--- src/rtl/ex_stage.sv ---
// ex_stage: execute stage feeding the memory stage.
//
// Computes the single-cycle ALU result and registers it together with all
// pass-through control into the EX/MEM pipeline register. Owns the HI/LO
// registers and an iterative multiply/divide unit (shift-add multiply,
// restoring divide) that runs for MD_CYCLES edges while holding off decode.
//
// Ports:
//   clk, rst             clock, asynchronous active-high reset
//   valid_in             decode presents a real instruction
//   alu_op               operation select (see localparams below)
//   op_a, op_b, shamt    operands and shift amount
//   store_data           rt value for stores
//   r_we .. insn         control passed through to the memory stage
//   busy                 combinational; multiply/divide unit is running
//   alu_result .. insn_out  registered EX/MEM pipeline outputs
//
// Multiply/divide FSM:
//   state | meaning
//   IDLE  | accepting instructions; HI/LO stable
//   RUN   | one multiply/divide iteration per edge; outputs carry bubbles

module ex_stage #(
    parameter int MD_CYCLES = 32
) (
    input  logic        clk,
    input  logic        rst,
    input  logic        valid_in,
    input  logic [4:0]  alu_op,
    input  logic [31:0] op_a,
    input  logic [31:0] op_b,
    input  logic [4:0]  shamt,
    input  logic [31:0] store_data,
    input  logic        r_we,
    input  logic [4:0]  rd_loc,
    input  logic [1:0]  rw_d,
    input  logic [1:0]  access_size,
    input  logic [1:0]  store_size,
    input  logic        read_not_write,
    input  logic        mem_enable,
    input  logic        mem_sign_extend,
    input  logic [31:0] pc,
    input  logic [31:0] insn,
    output logic        busy,
    output logic [31:0] alu_result,
    output logic [31:0] store_data_out,
    output logic        r_we_out,
    output logic [4:0]  rd_loc_out,
    output logic [1:0]  rw_d_out,
    output logic [1:0]  access_size_out,
    output logic [1:0]  store_size_out,
    output logic        read_not_write_out,
    output logic        mem_enable_out,
    output logic        mem_sign_extend_out,
    output logic [31:0] pc_out,
    output logic [31:0] insn_out
);

    localparam logic [4:0] OP_ADD   = 5'd0;
    localparam logic [4:0] OP_SUB   = 5'd1;
    localparam logic [4:0] OP_AND   = 5'd2;
    localparam logic [4:0] OP_OR    = 5'd3;
    localparam logic [4:0] OP_XOR   = 5'd4;
    localparam logic [4:0] OP_NOR   = 5'd5;
    localparam logic [4:0] OP_SLT   = 5'd6;
    localparam logic [4:0] OP_SLTU  = 5'd7;
    localparam logic [4:0] OP_SLL   = 5'd8;
    localparam logic [4:0] OP_SRL   = 5'd9;
    localparam logic [4:0] OP_SRA   = 5'd10;
    localparam logic [4:0] OP_LUI   = 5'd11;
    localparam logic [4:0] OP_MULT  = 5'd12;
    localparam logic [4:0] OP_MULTU = 5'd13;
    localparam logic [4:0] OP_DIV   = 5'd14;
    localparam logic [4:0] OP_DIVU  = 5'd15;
    localparam logic [4:0] OP_MFHI  = 5'd16;
    localparam logic [4:0] OP_MFLO  = 5'd17;
    localparam logic [4:0] OP_MTHI  = 5'd18;
    localparam logic [4:0] OP_MTLO  = 5'd19;

    localparam logic [4:0] LAST_ITER = 5'(MD_CYCLES - 1);

    typedef enum logic [0:0] {IDLE, RUN} md_state_t;

    md_state_t   state;
    logic [4:0]  count;
    logic [31:0] hi_q;
    logic [31:0] lo_q;

    // Iteration registers: {md_hi, md_lo} is the product/shift register for
    // multiply and {remainder, quotient} for divide; md_opnd holds the
    // multiplicand or divisor magnitude.
    logic [31:0] md_hi;
    logic [31:0] md_lo;
    logic [31:0] md_opnd;
    logic        md_is_div;
    logic        md_neg_lo;
    logic        md_neg_hi;

    logic        accept;
    logic        is_md_op;
    logic        is_signed_md;
    logic        is_div_op;
    logic        no_wb;
    logic [31:0] result;
    logic [31:0] a_mag;
    logic [31:0] b_mag;

    logic [32:0] mul_sum;
    logic [32:0] div_shift;
    logic [32:0] div_diff;
    logic [31:0] step_hi;
    logic [31:0] step_lo;
    logic [63:0] mul_fix;
    logic [31:0] fin_hi;
    logic [31:0] fin_lo;

    assign busy     = (state != IDLE);
    assign accept   = valid_in && (state == IDLE);
    assign is_md_op = (alu_op == OP_MULT) || (alu_op == OP_MULTU) ||
                      (alu_op == OP_DIV)  || (alu_op == OP_DIVU);
    assign is_div_op    = (alu_op == OP_DIV) || (alu_op == OP_DIVU);
    assign is_signed_md = (alu_op == OP_MULT) || (alu_op == OP_DIV);
    assign no_wb = is_md_op || (alu_op == OP_MTHI) || (alu_op == OP_MTLO);

    assign a_mag = (is_signed_md && op_a[31]) ? (~op_a + 32'd1) : op_a;
    assign b_mag = (is_signed_md && op_b[31]) ? (~op_b + 32'd1) : op_b;

    always_comb begin
        result = 32'd0;
        case (alu_op)
            OP_ADD:  result = op_a + op_b;
            OP_SUB:  result = op_a - op_b;
            OP_AND:  result = op_a & op_b;
            OP_OR:   result = op_a | op_b;
            OP_XOR:  result = op_a ^ op_b;
            OP_NOR:  result = ~(op_a | op_b);
            OP_SLT:  result = {31'd0, $signed(op_a) < $signed(op_b)};
            OP_SLTU: result = {31'd0, op_a < op_b};
            OP_SLL:  result = op_b << shamt;
            OP_SRL:  result = op_b >> shamt;
            OP_SRA:  result = $unsigned($signed(op_b) >>> shamt);
            OP_LUI:  result = {op_b[15:0], 16'h0000};
            OP_MFHI: result = hi_q;
            OP_MFLO: result = lo_q;
            default: result = 32'd0;
        endcase
    end

    // One iteration step of each algorithm.
    assign mul_sum   = {1'b0, md_hi} + (md_lo[0] ? {1'b0, md_opnd} : 33'd0);
    assign div_shift = {md_hi, md_lo[31]};
    assign div_diff  = div_shift - {1'b0, md_opnd};

    always_comb begin
        step_hi = 32'd0;
        step_lo = 32'd0;
        if (md_is_div) begin
            // A non-negative trial difference means the divisor fits.
            if (!div_diff[32]) begin
                step_hi = div_diff[31:0];
                step_lo = {md_lo[30:0], 1'b1};
            end else begin
                step_hi = div_shift[31:0];
                step_lo = {md_lo[30:0], 1'b0};
            end
        end else begin
            step_hi = mul_sum[32:1];
            step_lo = {mul_sum[0], md_lo[31:1]};
        end
    end

    // Sign correction on the final step. A zero divisor leaves the quotient
    // all ones and the remainder equal to |op_a|; restoring op_a's sign on
    // the remainder makes HI equal op_a for both DIV and DIVU.
    assign mul_fix = md_neg_lo ? (~{step_hi, step_lo} + 64'd1) : {step_hi, step_lo};

    always_comb begin
        fin_hi = mul_fix[63:32];
        fin_lo = mul_fix[31:0];
        if (md_is_div) begin
            fin_lo = md_neg_lo ? (~step_lo + 32'd1) : step_lo;
            fin_hi = md_neg_hi ? (~step_hi + 32'd1) : step_hi;
        end
    end

    always_ff @(posedge clk or posedge rst) begin
        if (rst) begin
            state     <= IDLE;
            count     <= 5'd0;
            hi_q      <= 32'd0;
            lo_q      <= 32'd0;
            md_hi     <= 32'd0;
            md_lo     <= 32'd0;
            md_opnd   <= 32'd0;
            md_is_div <= 1'b0;
            md_neg_lo <= 1'b0;
            md_neg_hi <= 1'b0;
        end else begin
            case (state)
                IDLE: begin
                    if (accept) begin
                        if (alu_op == OP_MTHI) hi_q <= op_a;
                        if (alu_op == OP_MTLO) lo_q <= op_a;
                        if (is_md_op) begin
                            state     <= RUN;
                            count     <= 5'd0;
                            md_hi     <= 32'd0;
                            md_is_div <= is_div_op;
                            if (is_div_op) begin
                                md_lo     <= a_mag;
                                md_opnd   <= b_mag;
                                md_neg_lo <= is_signed_md && (op_a[31] ^ op_b[31]) &&
                                             (op_b != 32'd0);
                                md_neg_hi <= is_signed_md && op_a[31];
                            end else begin
                                md_lo     <= b_mag;
                                md_opnd   <= a_mag;
                                md_neg_lo <= is_signed_md && (op_a[31] ^ op_b[31]);
                                md_neg_hi <= 1'b0;
                            end
                        end
                    end
                end
                RUN: begin
                    md_hi <= step_hi;
                    md_lo <= step_lo;
                    count <= count + 5'd1;
                    if (count == LAST_ITER) begin
                        hi_q  <= fin_hi;
                        lo_q  <= fin_lo;
                        count <= 5'd0;
                        state <= IDLE;
                    end
                end
                default: state <= IDLE;
            endcase
        end
    end

    always_ff @(posedge clk or posedge rst) begin
        if (rst) begin
            alu_result          <= 32'd0;
            store_data_out      <= 32'd0;
            r_we_out            <= 1'b0;
            rd_loc_out          <= 5'd0;
            rw_d_out            <= 2'd0;
            access_size_out     <= 2'd0;
            store_size_out      <= 2'd0;
            read_not_write_out  <= 1'b0;
            mem_enable_out      <= 1'b0;
            mem_sign_extend_out <= 1'b0;
            pc_out              <= 32'd0;
            insn_out            <= 32'd0;
        end else if (accept) begin
            alu_result          <= result;
            store_data_out      <= store_data;
            r_we_out            <= r_we && !no_wb;
            rd_loc_out          <= rd_loc;
            rw_d_out            <= rw_d;
            access_size_out     <= access_size;
            store_size_out      <= store_size;
            read_not_write_out  <= read_not_write;
            mem_enable_out      <= mem_enable;
            mem_sign_extend_out <= mem_sign_extend;
            pc_out              <= pc;
            insn_out            <= insn;
        end else begin
            // Bubble: kill anything with side effects, hold the rest.
            r_we_out       <= 1'b0;
            mem_enable_out <= 1'b0;
            insn_out       <= 32'd0;
        end
    end

endmodule

--- config.mk ---
export PLATFORM = sky130hd
export DESIGN_NAME = ex_stage
export DESIGN_NICKNAME = d
export VERILOG_FILES = /design/src/rtl/ex_stage.sv
export SDC_FILE = /design/constraint.sdc
export NUM_CORES = 2
export LEC_CHECK = 0
export CELL_PAD_IN_SITES_DETAIL_PLACEMENT = 1
export CELL_PAD_IN_SITES_GLOBAL_PLACEMENT = 1
export CORE_MARGIN = 8
export CORE_UTILIZATION = 44
export CTS_BUF_LIST = sky130_fd_sc_hd__clkbuf_8
export DETAILED_ROUTE_END_ITERATION = 10
export PLACE_DENSITY = 0.91
export SETUP_SLACK_MARGIN = 0.02
export SYNTH_ARGS = -nofsm -noshare
export SYNTH_HDL_FRONTEND = slang
export SYNTH_SLANG_ARGS = --single-unit
--- constraint.sdc ---
create_clock -name clk -period 10.6 [get_ports clk]
set_input_delay 1.06 -clock clk [delete_from_list [all_inputs] [get_ports clk]]
set_output_delay 1.06 -clock clk [all_outputs]
set_load 0.02 [all_outputs]
==> key figures <==
Yosys
  • Share of the yosys chip area belonging to registers: 26.8%
  • Syn Area/Cell: approximately 7.6 sq um
  • Synth async-reset ratio: 100%
  • Netlist cell types: 96
  • Mapped Area: 29200 sq um
  • Yosys reg bits: 312
  • Syn_nets: 4178
  • Post-synth EDFFs: 0
  • Synth warnings: 0
  • Mapped Cells: 3820
  • Ys flop type: dfrtp_1

Routing
  • Wire per inst: 28.7 microns
  • Post-route ant nets: 0
  • DR pass1 iterations: 9
  • DRT Wirelength: 141000 microns
  • Via count: about 33000
  • DR vias/cell: 6.64
  • DRC: 0
  • Starting DRC count in detailed routing: 4024

STA
  • Final worst path period need: between 7 and 8 ns
  • Period Utilization, post-route: 67.1%
  • Unrepaired setup endpoints after global routing: false
  • Clock Skews: 0.0831 ns
  • Worst slew pin tran: 1.28 ns
  • Setup TNS: 0 ns
  • Max Clk Rate: 0.141 GHz
  • Hold Fails Final Rpt: 0
  • Final hold slack: 0.472 ns
  • Fin worst setup slack: 3.49 ns
  • Final Max Slew Viols: 0
  • Slew headroom: 13.8%
  • Setup violations, final: 0

Worst setup path
  • CP required: 11.21 ns
  • Worst EP arrival: 7.72 ns
  • Crit end category: register
  • CP max FO: 24
  • CP Launch Type: register
  • Setup Crit Path Kind: reg2reg

Clock tree
  • Inserted Clock Buffers: 59
  • Clock Tree Buf Depth: 3
  • CTS tree: done
  • CTS Sinks: 312
  • PostCTS Resize Cnt: 0
  • CTS Root Cell: clkbuf_8
  • Clk Latency, worst-skew pair: 0.74 ns
  • Hold-fix buffers, CTS: 0
  • Postcts setup bufs: 0
  • Clock slew at reported path FFs: roughly 0.070 ns
  • Clock H-tree levels: 2

Floorplanning
  • Die area: between 70000 and 80000 sq um
  • Die Y: 273 microns
  • Starting density of the core: 44.4%
  • I/O pin count: 332
  • Die width: 273 microns
  • Row count: 94
  • Core area: 65600 sq um

Power and ir drop
  • Worst vdd ir: 0.198 mV
  • Total power: 8.95 mW
  • Leakage: 14.9 nW
  • Pwr dens: 261 nW/um^2

Job
  • Max-cap violations: 0

Hold path
  • Hold Path Class: reg2reg

Final layout
  • Nets@finish: 4375
  • Layout cells sized above 1: 5.89%
  • Fill cell count: 8121
  • Final instance area: 34300 sq um
  • Final Non-Filler Cells: 4926
  • Synthesis-to-layout area growth: 17.7%
  • Finished Core Util: between 50% and 60%

Placed design
  • Gpl congestion: 1.03
  • Placed cell areas: 33100 sq um
  • DP Wirelength: 106000 microns
  • DP Cell Count: 4820
  • PortBufs: 331
  • Place WS: 3.75 ns

GRT
  • Largest net degree at the start of global routing: 163
  • Number of global-route vias before repair: 33128
  • First-pass GRT wire length: 210000 microns
  • Initial antenna violation count: 6
  • All-Layer GR Usage: 36.1%
  • Grt total ovfl: 0

Status
  • Outcome: completed
layout make-up:
type / instances / area, sq um / area share (%)
multi-input combinational: 3092 / 19800 / 57.8
clock buffer: 71 / 977 / 2.85
tap: 864 / 1080 / 3.15
clock inverter: 32 / 208 / 0.605
inverter: 157 / 597 / 1.74
sequential: 312 / 7820 / 22.8
antenna: 3 / 7.51 / 0.0219
timing repair buffer: 395 / 3780 / 11.0
flip-flops by register name, indices dropped and copies added, names as in the netlist, 5 cells and up:
name and count:
store_data_out 32, insn_out 32, md_hi 32, count 5, md_opnd 32, pc_out 32, alu_result 32, rd_loc_out 5
lo_q 32, md_lo 32, hi_q 32
report_power, final:
| part | internal (mW) | switching, mW | leakage [nW] |
|---|---|---|---|
| logic | 2.10 | 3.64 | 10.4 |
| registers | 1.58 | 0.383 | 3.78 |
| clock network | 0.653 | 0.606 | 0.682 |
| total | 4.33 | 4.62 | 14.9 |
cell usage in the layout, fill, tap and decap left out, types with 24 or more instances in the layout:
cell             instances
a211oi_1                90
ha_1                   166
o21ai_0                336
a31oi_1                 42
a21oi_1                330
xor2_1                  66
nor3_1                  68
clkdlybuf4s50_1        325
nand3_1                 70
dfrtp_1                310
clkbuf_8                71
a221oi_1                24
o211ai_1                57
nor2_1                 292
a22oi_1                 34
buf_4                   64
mux2i_1                180
xnor2_1                102
and2_1                  83
nand4_1                 32
inv_1                  172
nand2b_1                34
a21o_1                  56
nor4_1                  26
nand2_1                580
per-layer routing:
layer	track usage, %	routed length [microns]	part of all wire, %	vias up
met5	0	29	0.021	-
met4	21.4	10100	7.2	4
met3	8.03	14300	10	565
met2	56.5	62200	44	2011
met1	45.4	54500	39	15983
li1	-	-	-	14157
worst paths after layout:
check,startpoint,to,slack (ns),cells past startpoint
max,md_lo[31],hi_q[28],3.49,27
min,pc_out[27],pc_out[27],0.47,2
max reg2reg,md_lo[31],hi_q[28],3.49,27
min reg2reg,pc_out[27],pc_out[27],0.47,2
max in group asynchronous,rst,alu_result[6],8.20,3
min in group asynchronous,rst,md_hi[6],0.95,2
critical path, cell delays in order (launching register included):
cell,delay [ns]
dfrtp_1,0.42
inv_1,0.10
ha_1,0.18
inv_1,0.07
fa_1,0.43
a211oi_1,0.35
o21a_1,0.23
a21bo_2,0.25
a211oi_2,0.18
a31oi_4,0.21
buf_4,0.37
xor2_2,0.19
nor2_1,0.06
a21oi_1,0.27
ha_1,0.25
nor3b_1,0.24
o221ai_1,0.23
nor3_1,0.32
and2_1,0.28
nand4_1,0.22
o31a_1,0.41
nand2b_1,0.20
or2_2,0.38
nand3b_1,0.29
nor4b_1,0.32
nand4_1,0.17
mux2i_1,0.19
nor3_1,0.20
synthesized netlist by cell type (83+ instances only):
library cell	n	area share (%)
xnor2_1	103	3.1
ha_1	166	7.1
clkbuf_1	209	2.7
inv_1	153	2.0
o21ai_0	336	5.8
nand2_1	583	7.5
a211oi_1	90	2.3
a21oi_1	331	5.7
mux2i_1	180	6.2
nor2_1	297	3.8
dfrtp_1	312	27
and2_1	83	1.8
cell families (layout without fill, tap and decap cells):
kind of cell    after synthesis  after routing  share of synthesized area (%)
buf+inv                     416            655                           5.47
flops                       312            312                           26.8
mux                         211            211                           7.77
xor+xnor                    170            170                           5.13
fa+ha+maj                   170            170                           7.40
other cells                   0              3                              0
compound gates             1244           1244                           27.4
simple gates               1297           1297                           20.1
Note: power is estimated with default switching activity, not from simulation.
